==> src/rtl/fp_msub_unit.sv <==
`default_nettype none
// ============================================================================
// Module   : fp_msub_unit
// Brief    : binary32 fused multiply-subtract (a*b)-c, one rounding, 1-cycle
// Revision : 1.0
// ============================================================================
module fp_msub_unit (
  input  logic        clk,
  input  logic        rst,
  input  logic        in_valid,
  input  logic [31:0] fp_a,
  input  logic [31:0] fp_b,
  input  logic [31:0] fp_c,
  input  logic [2:0]  r_mode,
  output logic        out_valid,
  output logic [31:0] fp_result,
  output logic        overflow,
  output logic        underflow
);

  localparam logic [31:0]       QNAN     = 32'h7fc0_0000;
  localparam logic [2:0]        RM_RNE   = 3'b000;
  localparam logic [2:0]        RM_RTZ   = 3'b001;
  localparam logic [2:0]        RM_RDN   = 3'b010;
  localparam logic [2:0]        RM_RUP   = 3'b011;
  localparam logic [2:0]        RM_RMM   = 3'b100;
  localparam logic signed [9:0] EXP_BIAS = 10'sd127;
  localparam logic signed [9:0] EXP_MAX  = 10'sd255;

  logic        sa, sb, sc;
  logic [7:0]  ea, eb, ec;
  logic [22:0] fa, fb, fc;

  assign {sa, ea, fa} = fp_a;
  assign {sb, eb, fb} = fp_b;
  assign {sc, ec, fc} = fp_c;

  logic a_nan, b_nan, c_nan, a_inf, b_inf, c_inf, a_zero, b_zero, c_zero;

  assign a_nan  = (ea == 8'hff) && (fa != 23'd0);
  assign b_nan  = (eb == 8'hff) && (fb != 23'd0);
  assign c_nan  = (ec == 8'hff) && (fc != 23'd0);
  assign a_inf  = (ea == 8'hff) && (fa == 23'd0);
  assign b_inf  = (eb == 8'hff) && (fb == 23'd0);
  assign c_inf  = (ec == 8'hff) && (fc == 23'd0);
  // Subnormals collapse to signed zero on entry.
  assign a_zero = (ea == 8'h00);
  assign b_zero = (eb == 8'h00);
  assign c_zero = (ec == 8'h00);

  logic sign_p, sign_ce, p_inf, p_zero, any_nan, inv_inf_zero;

  assign sign_p       = sa ^ sb;
  assign sign_ce      = ~sc;
  assign p_inf        = a_inf | b_inf;
  assign p_zero       = a_zero | b_zero;
  assign any_nan      = a_nan | b_nan | c_nan;
  assign inv_inf_zero = (a_inf & b_zero) | (a_zero & b_inf);

  logic [2:0] rm;
  assign rm = (r_mode > RM_RMM) ? RM_RNE : r_mode;

  logic [47:0] mp;
  assign mp = 48'({1'b1, fa}) * 48'({1'b1, fb});

  logic signed [9:0] ep, ec_s, big_e, re, re_r;
  logic [9:0]        exp_diff;
  logic [97:0]       p_ext, c_ext, big_m, small_m, small_sh;
  logic              swap, big_s, small_s, sticky, res_s;
  logic [99:0]       big_w, small_w, mag, norm;
  logic [6:0]        lead, lz;
  logic [23:0]       mant;
  logic              guard, st, inc;
  logic [24:0]       mant_r;
  logic [22:0]       mant_f;

  // Both addends live in a 98-bit frame: 48 significand bits (binary point
  // after bit 46 of the product) followed by 50 bits of exact alignment room.
  // Anything shifted beyond that collapses into a single sticky LSB, which
  // is safe because such an addend can only cost one bit of cancellation.
  always_comb begin
    ep       = $signed({2'b00, ea}) + $signed({2'b00, eb}) - EXP_BIAS;
    ec_s     = $signed({2'b00, ec});
    p_ext    = {mp, 50'd0};
    c_ext    = c_zero ? 98'd0 : {2'b01, fc, 73'd0};
    swap     = !c_zero && (ec_s > ep);
    big_e    = swap ? ec_s : ep;
    exp_diff = $unsigned(swap ? (ec_s - ep) : (ep - ec_s));
    big_m    = swap ? c_ext : p_ext;
    small_m  = swap ? p_ext : c_ext;
    big_s    = swap ? sign_ce : sign_p;
    small_s  = swap ? sign_p : sign_ce;
    small_sh = small_m >> exp_diff;
    sticky   = |(small_m & ~({98{1'b1}} << exp_diff));
    big_w    = {1'b0, big_m, 1'b0};
    small_w  = {1'b0, small_sh, sticky};

    if (big_s == small_s) begin
      mag   = big_w + small_w;
      res_s = big_s;
    end else if (big_w >= small_w) begin
      mag   = big_w - small_w;
      res_s = big_s;
    end else begin
      mag   = small_w - big_w;
      res_s = small_s;
    end

    lead = 7'd0;
    for (int i = 0; i < 100; i++) begin
      if (mag[i]) lead = 7'(i);
    end
    lz    = 7'd99 - lead;
    norm  = mag << lz;
    mant  = norm[99:76];
    guard = norm[75];
    st    = |norm[74:0];

    case (rm)
      RM_RTZ:  inc = 1'b0;
      RM_RDN:  inc = res_s & (guard | st);
      RM_RUP:  inc = ~res_s & (guard | st);
      RM_RMM:  inc = guard;
      default: inc = guard & (st | mant[0]);
    endcase

    // Window bit 97 carries weight 2^(big_e-127); a leading one at bit 99-lz
    // therefore puts the result exponent at big_e + 2 - lz.
    mant_r = {1'b0, mant} + {24'd0, inc};
    re     = big_e + 10'sd2 - $signed({3'b000, lz});
    if (mant_r[24]) begin
      re_r   = re + 10'sd1;
      mant_f = mant_r[23:1];
    end else begin
      re_r   = re;
      mant_f = mant_r[22:0];
    end
  end

  logic [31:0] res_calc;
  logic        ovf_calc, udf_calc, to_inf;

  always_comb begin
    res_calc = 32'd0;
    ovf_calc = 1'b0;
    udf_calc = 1'b0;
    to_inf   = (rm == RM_RNE) || (rm == RM_RMM) ||
               ((rm == RM_RUP) && !res_s) || ((rm == RM_RDN) && res_s);

    if (any_nan || inv_inf_zero || (p_inf && c_inf && (sign_p != sign_ce))) begin
      res_calc = QNAN;
    end else if (p_inf) begin
      res_calc = {sign_p, 8'hff, 23'd0};
    end else if (c_inf) begin
      res_calc = {sign_ce, 8'hff, 23'd0};
    end else if (p_zero && c_zero) begin
      res_calc = {(sign_p & sign_ce) | (rm == RM_RDN), 31'd0};
    end else if (p_zero) begin
      res_calc = {sign_ce, fp_c[30:0]};
    end else if (mag == 100'd0) begin
      res_calc = {rm == RM_RDN, 31'd0};
    end else if (re_r >= EXP_MAX) begin
      ovf_calc = 1'b1;
      res_calc = to_inf ? {res_s, 8'hff, 23'd0} : {res_s, 8'hfe, 23'h7f_ffff};
    end else if (re_r < 10'sd1) begin
      udf_calc = 1'b1;
      res_calc = {res_s, 31'd0};
    end else begin
      res_calc = {res_s, re_r[7:0], mant_f};
    end
  end

  logic        out_valid_q, out_valid_d;
  logic [31:0] result_q, result_d;
  logic        overflow_q, overflow_d;
  logic        underflow_q, underflow_d;

  always_comb begin
    out_valid_d = in_valid;
    result_d    = result_q;
    overflow_d  = overflow_q;
    underflow_d = underflow_q;
    if (in_valid) begin
      result_d    = res_calc;
      overflow_d  = ovf_calc;
      underflow_d = udf_calc;
    end
  end

  always_ff @(posedge clk) begin
    if (rst) begin
      out_valid_q <= 1'b0;
      result_q    <= 32'd0;
      overflow_q  <= 1'b0;
      underflow_q <= 1'b0;
    end else begin
      out_valid_q <= out_valid_d;
      result_q    <= result_d;
      overflow_q  <= overflow_d;
      underflow_q <= underflow_d;
    end
  end

  assign out_valid = out_valid_q;
  assign fp_result = result_q;
  assign overflow  = overflow_q;
  assign underflow = underflow_q;

endmodule
`default_nettype wire

==> config.mk <==
export PLATFORM = sky130hd
export DESIGN_NAME = fp_msub_unit
export DESIGN_NICKNAME = d
export VERILOG_FILES = /design/src/rtl/fp_msub_unit.sv
export SDC_FILE = /design/constraint.sdc
export NUM_CORES = 2
export LEC_CHECK = 0
export ABC_AREA = 1
export CORE_ASPECT_RATIO = 0.75
export CORE_MARGIN = 2
export CORE_UTILIZATION = 53
export DETAILED_ROUTE_END_ITERATION = 7
export PLACE_DENSITY = 0.7
export SYNTH_ARGS = -nofsm -noshare
export SYNTH_HDL_FRONTEND = slang
export SYNTH_SLANG_ARGS = --single-unit
==> constraint.sdc <==
create_clock -name clk -period 24.1 [get_ports clk]
set_clock_uncertainty 0.15 [all_clocks]
set_input_delay 2.41 -clock clk [delete_from_list [all_inputs] [get_ports clk]]
set_output_delay 2.41 -clock clk [all_outputs]
set_load 0.005 [all_outputs]
* After elaboration in Yosys (flattened, before gate mapping) *
Index checks and enable logic that the tools add are counted.

storage, ports and cells
  register bits after elaboration = 35
  input port bits = 102
  output and inout port bits = 35
  word-level logic and storage cells = 223

operators by class
  add/sub/neg operators = 12
  multipliers = 1
  $lt $le $gt $ge = 5
  equality and inequality tests = 9
  shift-type cells = 3
  multiplexer cells = 138
  bitwise gates (word level) = 19
  reductions and logical operators = 32

operators with widths
  cell                                                 number
  two-way mux 7 bit                                    98
  two-way mux 100 bit                                  2
  subtractor 99 x 99 -> 100 bit                        2
  two-way mux 98 bit                                   2
  two-way mux 32 bit                                   6
  adder 99 x 99 -> 100 bit                             1
  logical NOT 100 bit                                  1
  left shift 100 x 7 -> 100 bit                        1
  >= comparator 99 bit                                 1
  bitwise AND 98 bit                                   1
  NOT 98 bit                                           1
  OR reduction 98 bit                                  1
  left shift 98 x 10 -> 98 bit (first input constant)  1
  right shift 98 x 10 -> 98 bit                        1
  two-way mux 97 bit                                   1
  OR reduction 75 bit                                  1
  logical NOT 23 bit                                   3
  nonzero test 23 bit                                  3
  two-way mux 31 bit                                   2
  multiplier 24 x 24 -> 48 bit                         1
  two-way mux 10 bit                                   3
  adder 24 x 1 -> 25 bit                               1
  == test 8 bit (second input constant)                3
  logical NOT 8 bit                                    3
  other kinds (30)                                     79

* Longest topological paths before layout *
  depth after elaboration = 128
  gate-level depth with buffers = 199
  mapped depth without buffers = 194

* Least setup slack after synthesis *
No wires, ideal clock.

  kind = input to register
  start = in fp_b[0]
  end = reg result_q[0] (netlist: fp_result[0])
  library setup time = 0.132 ns
  arrival time = 18.950 ns
  data required time = 23.818 ns
  path slack = 4.868 ns
  stages on the path = 180
  buffers on the path = 7
  path through = clkbuf_1 > clkbuf_1 > nand2_1 > inv_1 > fa_1 > inv_1 > fa_1 > fa_1 > fa_1 > inv_1 > fa_1 > inv_1 > fa_1 > inv_1 > fa_1 > ha_1 > nand2_1 > inv_1 > (+144 left out) > ha_1 > ha_1 > nand3_2 > nor2_4 > nand3_2 > buf_6 > nand2_1 > o21ai_4 > nand2_1 > nor2_1 > nand3_2 > buf_4 > nand3_1 > nand2_1 > nand2_1 > nand2_1 > nand2_1 > a21oi_1

on the way
  word-level cells in the longest chain between the ends = 123
  elaborated cells between the ends (all ways) = 158
  those cells by class = 7 x add/sub; 1 x mul; 3 x order compare; 2 x shift; 117 x mux; 12 x bitwise; 16 x reduce/logical

ends and longest elaborated chain
  item                                                                                     RTL line  RTL
  from (decl)                                                                              12        input logic [31:0] fp_b,
  parallel branches: the longest is 122 deep, another holds subtractor 99 x 99 -> 100 bit  n/a
  two-way mux 32 bit (*)                                                                   150       if (any_nan || inv_inf_zero || (p_inf && c_inf && (sign_p != sign_ce))) begin
  to (signal assigned)                                                                     198       result_q <= result_d;
  to (decl)                                                                                174       logic [31:0] result_q, result_d;

Every way passes the cells marked *.
A chain may end at the register's enable or synchronous reset.

* Worst setup path after layout *
  start = in fp_b[0]
  end = reg result_q[25] (netlist: fp_result[25])

Same word-level chain as after synthesis.

==> results.ini <==
[routing]
drtIter0Drc = 12600
ant_nets = 0
num_vias = 68800
vias_per_cell = 5.99
met3_length_um = 48600
wl_per_cell_um = 22.0
top_layer = met5
wl_met2_um = 93400
wl_um = 253000
drc = 142
dr.pass1.iters = 8
met1Wirelength_um = 98900

[outcome]
status = finished, violations left
violations = DRC

[sta]
setup_viol = 0
worst_pin_slew_ns = 1.18
drv_slew = 0
fin_crit_sh_pct = 95.4
hold_ws_ns = 0.320
period_minus_slack_ns = 23.00
clock.fmax_mhz = 43.5
hold_viol_final = 0
slew_headroom_pct = 20.3

[layout]
final_net_count = 11100
finalInstanceArea_um2 = 63000
nFillCells = 9519
multiInputGateArea_um2 = 43100
layout-drive-gt1-share_pct = 12.7
fin_cells = 11500
seq_area_um2 = 701
syn_to_final_growth_pct = 20.5

[global_route]
antenna_found_initial = 11
grt_pass1_wl_um = 378000
overflow = 0
track_usage_pct = 48.3
grt_max_degree = 79
grt_pass1_vias = 63800

[clock_tree]
cts-buffers-inserted = 5
cts_tree = built
cts_hold_buf = 0
cts_num_sinks = 35
path_clk_slew_ns = 0.06
root_buffer = clkbuf_16
cts_buffer_depth = 2
insertion_delay_ns = 0.28
ctsHtreeMaxLevel = 2

[floorplanning]
die_y_um = 276
die_w_um = 366
initial_utilization_pct = 53.6
row_count = 99
die-area_um2 = 101000
core_area_um2 = 97500
io_pins = 137

[placed_design]
dp.cells = 11500
port_buffers = 136
place.gp.congestion = 1.21
post_dp_cell_area_um2 = 62200
hpwl_um = 213000

[synthesis]
syn-cell-area_um2 = 52200
yosysTopAreaCellShare_pct = 20.0
synthMostInstantiatedCell = nand2_1
ys_seq_area_share_pct = 1.34
ys_ff_latch = 35
yosys-top-cells-area = nand2_1 20%, fa_1 19%, nand3_1 14%, inv_1 13%, ha_1 8.9%
synthArstFlopShare_pct = 0
synth_ff_type = dfxtp_1
syn-num-nets = 10300
ys.warnings.count = 0
ys_types = 70
synthCells = 9366
synth_edf_count = 0
avgSynthCellArea_um2 = 5.58
synth_common_cells = 2786 x nand2_1, 1806 x inv_1, 1476 x nand3_1
yosysTopAreaCell = nand2_1

[setup_path]
path_common_cell = nand2_1
cp_slowest_cell = o311ai_1
worstSetupEndpointType = register
worst_path_largest_cell_delay_ns = 0.63
r2r-start = fp_result[19]
worst_setup_path_start_kind = input pin
r2r_cells = 2
cp.required_ns = 24.13
reg2reg_slack_ns = 23.21
crit_type = input pin to register
arrival_ns = 23.03
reg2reg_to = fp_result[19]
cp_max_fo = 31

[min_path]
min_path_cells = 2
hp-start = fp_result[31]
hp-class = register to register
whs_endpoint = fp_result[31]

[run]
cap_violations = 0

-- kinds of logic (layout without fill, tap and decap cells) --
logic type	count (synthesis)	count (layout)	synth area share, %
compound gates	946	946	10.5
xor+xnor	159	159	2.71
fa+ha+maj	858	858	27.6
buf+inv	2305	3095	17.1
flops	35	35	1.34
mux	1	1	0.0192
other cells	0	14	0
simple gates	5062	5062	40.8
-- registers in the layout (all words and copies together), names as in the netlist --
register and cells:
fp_result 32, out_valid 1, overflow 1, underflow 1
-- critical path, delay by kind of cell --
kind / cells / cell delay (ns)
buffers and inverters: 27 / 3.78
and+or+nand+nor: 50 / 5.55
AOI/OAI and AO/OA: 27 / 5.75
adders and majority gates: 11 / 4.63
xor gates and xnor gates: 3 / 0.87
-- placed cells by master (no fill, tap or decap), types with 34 or more instances in the layout --
master / instances
clkdlybuf4s50_1: 122
o21ai_0: 243
nand3_1: 1467
inv_1: 1802
a21oi_1: 391
buf_4: 1042
nand4_1: 50
nor4_1: 34
o21ai_1: 44
inv_2: 39
dfxtp_1: 35
fa_1: 488
xor2_1: 130
nor2_1: 583
nor3_1: 55
buf_12: 50
nand2_1: 2765
ha_1: 361
-- through the flow --
stage          util (%)  setup slack [ns]  TNS, ns
2_1_floorplan         -              4.87        0
3_3_place_gp       63.8             0.642        0
3_5_place_dp       63.8             0.614        0
4_1_cts            63.9             0.771        0
5_1_grt            64.6           -0.0433   -0.207
6_report           64.6              1.10        0
-- worst max-delay path by stage --
stage                     slack, ns     start       endpoint  cells past startpoint
after global placement         0.64  fp_a[15]  fp_result[20]                    181
final                          1.10   fp_b[0]  fp_result[25]                    118
after detailed placement       0.61  fp_a[15]   fp_result[0]                    182
after global routing          -0.04   fp_b[0]  fp_result[16]                    193
after floorplan                4.87   fp_b[0]   fp_result[0]                    180
after CTS                      0.77  fp_a[15]  fp_result[25]                    177
-- area by class of cell --
class / count / area share [%]
multi-input cells: 7026 / 68.5
repair buffers: 1236 / 16.4
inverters: 1851 / 11.0
well taps: 1313 / 2.61
flip-flops and latches: 35 / 1.11
clock buffers: 8 / 0.248
diodes: 14 / 0.0556
-- layer usage --
metal	vias to the layer above	global-route usage, %
met3	855	24.3
met1	31700	65.2
li1	30800	-
met5	-	0
met4	12	17.2
met2	5473	65.4
-- what timing repair did --
action                     in CTS  in global routing
resized for setup               0                126
setup endpoints to repair       0                 33
setup buffers                   0                  8
Power is not shown: default switching activity piles up to over one toggle a cycle in this logic, so the estimate is an artifact.
